### src/rtl/mac_pkg.sv
// Shared definitions for the MAC sequencer: FSM state encoding and default accumulator width.
package mac_pkg;

  localparam int unsigned ACC_W_DEFAULT = 24;

  typedef enum logic [1:0] {
    IDLE  = 2'd0,
    RUN   = 2'd1,
    DRAIN = 2'd2,
    DONE  = 2'd3
  } state_e;

endpackage

### src/rtl/mac_sequencer_mult.sv
// 8x8 multiplier, signed or unsigned, 16-bit product.
//   a, b        : operands
//   signed_mode : 1 = two's-complement operands
//   p           : product
module configurable_multiplier (
  input  logic [7:0]  a,
  input  logic [7:0]  b,
  input  logic        signed_mode,
  output logic [15:0] p
);

  logic [15:0] a_ext;
  logic [15:0] b_ext;

  // The low 16 bits of the product of the 16-bit extended operands are the exact
  // 8x8 product in either mode, so one multiplier serves both.
  always_comb begin
    a_ext = signed_mode ? {{8{a[7]}}, a} : {8'h00, a};
    b_ext = signed_mode ? {{8{b[7]}}, b} : {8'h00, b};
    p     = a_ext * b_ext;
  end

endmodule

### src/rtl/mac_sequencer.sv
// Sequenced multiply-accumulate over a stream of operand pairs.
//   start/len/signed_mode/acc_keep : job request, sampled in IDLE
//   abort                          : cancel a running job
//   in_valid/in_ready/in0/in1      : operand stream
//   busy/done                      : job status, done is a one-cycle pulse
//   acc_out/ovf                    : accumulator and sticky overflow flag
module mac_sequencer
  import mac_pkg::*;
#(
  parameter int unsigned ACC_W = ACC_W_DEFAULT
) (
  input  logic             clk,
  input  logic             rst_n,
  input  logic             start,
  input  logic [7:0]       len,
  input  logic             signed_mode,
  input  logic             acc_keep,
  input  logic             abort,
  input  logic             in_valid,
  output logic             in_ready,
  input  logic [7:0]       in0,
  input  logic [7:0]       in1,
  output logic             busy,
  output logic             done,
  output logic [ACC_W-1:0] acc_out,
  output logic             ovf
);

  state_e           state_q, state_d;
  logic [7:0]       len_q, len_d;
  logic [7:0]       count_q, count_d;
  logic [7:0]       op0_q, op0_d;
  logic [7:0]       op1_q, op1_d;
  logic             signed_q, signed_d;
  logic             s1_valid_q, s1_valid_d;
  logic             ovf_q, ovf_d;
  logic [ACC_W-1:0] acc_q, acc_d;

  logic [15:0]      prod;
  logic [ACC_W-1:0] prod_ext;
  logic [ACC_W:0]   sum;
  logic             add_ovf;
  logic             hs;

  configurable_multiplier u_mult (
    .a           (op0_q),
    .b           (op1_q),
    .signed_mode (signed_q),
    .p           (prod)
  );

  always_comb begin
    in_ready = (state_q == RUN) && (count_q < len_q);
    // abort wins over a coincident handshake: the pair is not consumed
    hs       = in_valid && in_ready && !abort;

    prod_ext = signed_q ? {{(ACC_W-16){prod[15]}}, prod} : {{(ACC_W-16){1'b0}}, prod};
    sum      = {1'b0, acc_q} + {1'b0, prod_ext};
    add_ovf  = signed_q ? ((acc_q[ACC_W-1] == prod_ext[ACC_W-1]) &&
                           (sum[ACC_W-1] != acc_q[ACC_W-1]))
                        : sum[ACC_W];

    state_d    = state_q;
    len_d      = len_q;
    count_d    = count_q;
    signed_d   = signed_q;
    op0_d      = hs ? in0 : op0_q;
    op1_d      = hs ? in1 : op1_q;
    s1_valid_d = hs;
    acc_d      = acc_q;
    ovf_d      = ovf_q;

    // Stage 2 runs independently of the FSM so an in-flight product survives abort.
    if (s1_valid_q) begin
      acc_d = sum[ACC_W-1:0];
      if (add_ovf) ovf_d = 1'b1;
    end

    unique case (state_q)
      IDLE: begin
        if (start) begin
          len_d    = len;
          signed_d = signed_mode;
          count_d  = '0;
          if (!acc_keep) begin
            acc_d = '0;
            ovf_d = 1'b0;
          end
          state_d = (len == 8'd0) ? DRAIN : RUN;
        end
      end
      RUN: begin
        if (abort) begin
          state_d = IDLE;
        end else if (hs) begin
          count_d = count_q + 8'd1;
          if (count_q + 8'd1 == len_q) state_d = DRAIN;
        end
      end
      DRAIN:   state_d = DONE;
      DONE:    state_d = IDLE;
      default: state_d = IDLE;
    endcase
  end

  always_ff @(posedge clk or negedge rst_n) begin
    if (!rst_n) begin
      state_q    <= IDLE;
      len_q      <= '0;
      count_q    <= '0;
      op0_q      <= '0;
      op1_q      <= '0;
      signed_q   <= 1'b0;
      s1_valid_q <= 1'b0;
      acc_q      <= '0;
      ovf_q      <= 1'b0;
    end else begin
      state_q    <= state_d;
      len_q      <= len_d;
      count_q    <= count_d;
      op0_q      <= op0_d;
      op1_q      <= op1_d;
      signed_q   <= signed_d;
      s1_valid_q <= s1_valid_d;
      acc_q      <= acc_d;
      ovf_q      <= ovf_d;
    end
  end

  always_comb begin
    busy    = (state_q != IDLE);
    done    = (state_q == DONE);
    acc_out = acc_q;
    ovf     = ovf_q;
  end

endmodule

### config.mk
export PLATFORM = sky130hd
export DESIGN_NAME = mac_sequencer
export DESIGN_NICKNAME = d
export VERILOG_FILES = /design/src/rtl/mac_pkg.sv /design/src/rtl/mac_sequencer_mult.sv /design/src/rtl/mac_sequencer.sv
export SDC_FILE = /design/constraint.sdc
export NUM_CORES = 1
export LEC_CHECK = 0
export ABC_CLOCK_PERIOD_IN_PS = 10000
export BUFFER_PORTS_ARGS = -buffer_cell sky130_fd_sc_hd__clkbuf_2
export CORE_MARGIN = 3
export CORE_UTILIZATION = 63
export DETAILED_ROUTE_END_ITERATION = 8
export GPL_ROUTABILITY_DRIVEN = 0
export PLACE_DENSITY = 0.93
export SYNTH_ARGS = -nofsm -noshare
export SYNTH_HDL_FRONTEND = slang
export SYNTH_SLANG_ARGS = --single-unit
### constraint.sdc
create_clock -name clk -period 10 [get_ports clk]
set_input_delay 2 -clock clk [delete_from_list [all_inputs] [get_ports clk]]
set_output_delay 2 -clock clk [all_outputs]
set_load 0.005 [all_outputs]
==> results_dict.tcl <==
set metrics [dict create \
    period_minus_slack_ps 8490 \
    hold_path_class "reg -> reg" \
    fin_tns_setup_ps 0 \
    critPathMaxFanout 16 \
    syn_inst 823 \
    setup_violations 0 \
    diodes 0 \
    synth_seq_cells 61 \
    clk_path_buf_depth 2 \
    end_kind "flop" \
    rsz0062_at_grt "no" \
    grt_max_degree 62 \
    cts_tree "done" \
    yosys_warnings 0 \
    totalWireLength_um 19100 \
    period_share_pct 84.9 \
    nFillCells 766 \
    maxCapViolCount 0 \
    post_synth_num_cell_types 58 \
    cts_sinks 61 \
    slowest_delay_ps 560 \
    post_cts_resize_count 0 \
    fmax_mhz 118 \
    min_to "len_q[0]" \
    synth_top_cell_by_area "dfrtp_1" \
    hpwlAfterDp_um 14000 \
    clk_latency_ps 340 \
    grt_overflow_total 0 \
    r2r-start "signed_q" \
    yosysMostFrequentCell "inv_1" \
    syn_area_um2 7500 \
    yosysTopAreaCellShare_pct 20.3 \
    die-area_um2 13300 \
    ys.flop_type "dfrtp_1" \
    drc 0 \
    synth.yosys.seq_area_share_pct 20.3 \
    dr.pass1.iters 6 \
    synth_nets 1011 \
    final_util_pct 70.9 \
    drtIter0Drc 408 \
    core_area_um2 11500 \
    syn_avg_cell_area_um2 9.12 \
    synth-edff-count 0 \
    min_delay_path_depth 2 \
    grt_pass1_wl_um 31300 \
    htree_num_levels 3 \
    die_h_um 115 \
    outcome "complete, no violations" \
    ant_nets 0 \
    clk_pin_slew_ps 50 \
    slew_violations 0 \
    hold_start "len_q[0]" \
    path_class "reg -> reg" \
    synth_common_cells "inv_1 (137), ha_1 (88), fa_1 (69)" \
    portBuffers 58 \
    crit_required_ps 10220 \
    io_pins 59 \
    timing.rr.end "ovf" \
    cp_slowest_cell "dfrtp_1" \
    areaGrowthSynthToFinish_pct 8.74 \
    grt_pass1_vias 6405 \
    die_w_um 115 \
    fin_worst_skew_ps 10.1 \
    cts_made_buffers 9 \
    antenna_found_initial 0 \
    hold_viol 0 \
    grt_usage_pct 30.1 \
    r2r_cells 29 \
    crit_path_start_kind "flop" \
    num_vias 6216 \
    post_cts_buffers 0 \
    layout-drive-gt1-share_pct 11.7 \
    max_slew_margin_pct 22.3 \
    synth_top_cells_by_area "dfrtp_1 (20%), fa_1 (18%), ha_1 (15%)" \
    cp.arrival_ps 8710 \
    holdBufCountCts 0 \
    via_per_inst 6.11 \
    cts_root_buffer "clkbuf_16" \
    start_util_pct 65.2 \
    worst_slew_pin_slew_ps 1170 \
    ys_async_sr_fraction_pct 100 \
    r2r_setup_slack_ps 1510 \
    routedWlPerCell_um 18.8 \
    rows 39 \
    fin_nets 1058 \
]
-- registers in the layout, indices dropped and copies added, names as in the netlist --
| name | cells |
|---|---|
| count_q | 8 |
| op1_q | 8 |
| state_q | 2 |
| acc_out | 24 |
| op0_q | 8 |
| signed_q | 1 |
| len_q | 8 |
| s1_valid_q | 1 |
| ovf | 1 |
-- routing by layer --
metal | wire length (µm) | GRT usage (%) | vias up
li1 | - | - | 2774
met1 | 7280 | 37.5 | 2989
met2 | 9550 | 50.8 | 352
met3 | 1320 | 4.47 | 101
met4 | 972 | 15.6 | 0
met5 | 0 | 0 | -
-- how the worst max path moves through the flow --
stage	start	endpoint	cells past startpoint
6_report	signed_q	ovf	29
3_3_place_gp	signed_q	ovf	29
5_1_grt	signed_q	ovf	30
4_1_cts	signed_q	ovf	29
3_5_place_dp	signed_q	ovf	29
2_1_floorplan	signed_q	ovf	30
-- area by class of cell --
cell class	instances	area [µm²]	share of cell area [%]
inverters	138	518	6.35
well taps	143	179	2.19
repair buffers	60	305	3.74
flip-flops and latches	61	1530	18.7
clock buffers	10	239	2.93
multi-input cells	600	5350	65.6
clock inverters	6	38.8	0.475
-- logic make-up after synthesis --
family	share of synthesized area (%)
simple gates	15.2
buf+inv	8.32
fa+ha+maj	33.1
compound gates	10.1
xor+xnor	8.05
flops	20.3
mux	4.93
-- critical path: cells and delay by family (launching register included) --
family          cells  cell delay [ps]
fa+ha+maj           8             3840
compound gates      6             1650
simple gates        7             1430
flops               1              560
xor+xnor            2              520
buf+inv             6              360
-- stage by stage --
stage / worst slack (ps) / hold slack [ps] / cell area, µm² / instances
after floorplan: 2510 / 452 / 7500 / 823
after global placement: 1980 / 477 / 7880 / 1002
after detailed placement: 1660 / 480 / 7880 / 1002
after CTS: 1590 / 496 / 8160 / 1018
after global routing: 1190 / 562 / 8160 / 1018
final: 1510 / 494 / 8160 / 1018
-- layout by cell type (no fill, tap or decap), types with 2 or more instances in the layout --
| cell type | n |
|---|---|
| o21ai_0 | 28 |
| o211ai_1 | 3 |
| nor2b_1 | 7 |
| mux2_2 | 16 |
| a211oi_1 | 5 |
| o21a_1 | 8 |
| a21o_1 | 6 |
| xnor2_1 | 56 |
| buf_4 | 2 |
| clkinv_2 | 3 |
| a21oi_2 | 2 |
| a2111oi_0 | 2 |
| clkinvlp_4 | 2 |
| nand4_1 | 2 |
| and3_1 | 10 |
| nor4_1 | 6 |
| o21bai_1 | 5 |
| inv_1 | 137 |
| or4_1 | 2 |
| xor2_1 | 13 |
| and2_1 | 63 |
| ha_1 | 88 |
| a31oi_1 | 4 |
| mux2i_1 | 19 |
| a311oi_1 | 2 |
| o31ai_1 | 4 |
| clkbuf_16 | 9 |
| nor3_1 | 10 |
| dfrtp_1 | 61 |
| fa_1 | 69 |
| nand2b_1 | 6 |
| nor2_1 | 58 |
| nand2_1 | 41 |
| clkbuf_2 | 58 |
| o21ai_1 | 2 |
| a21boi_0 | 3 |
| nand3_1 | 12 |
| or3_1 | 3 |
| a21oi_1 | 26 |
Power is left out: the tool's default activity adds up to more than one toggle a clock period on the data nets, which glitch-free logic cannot reach.
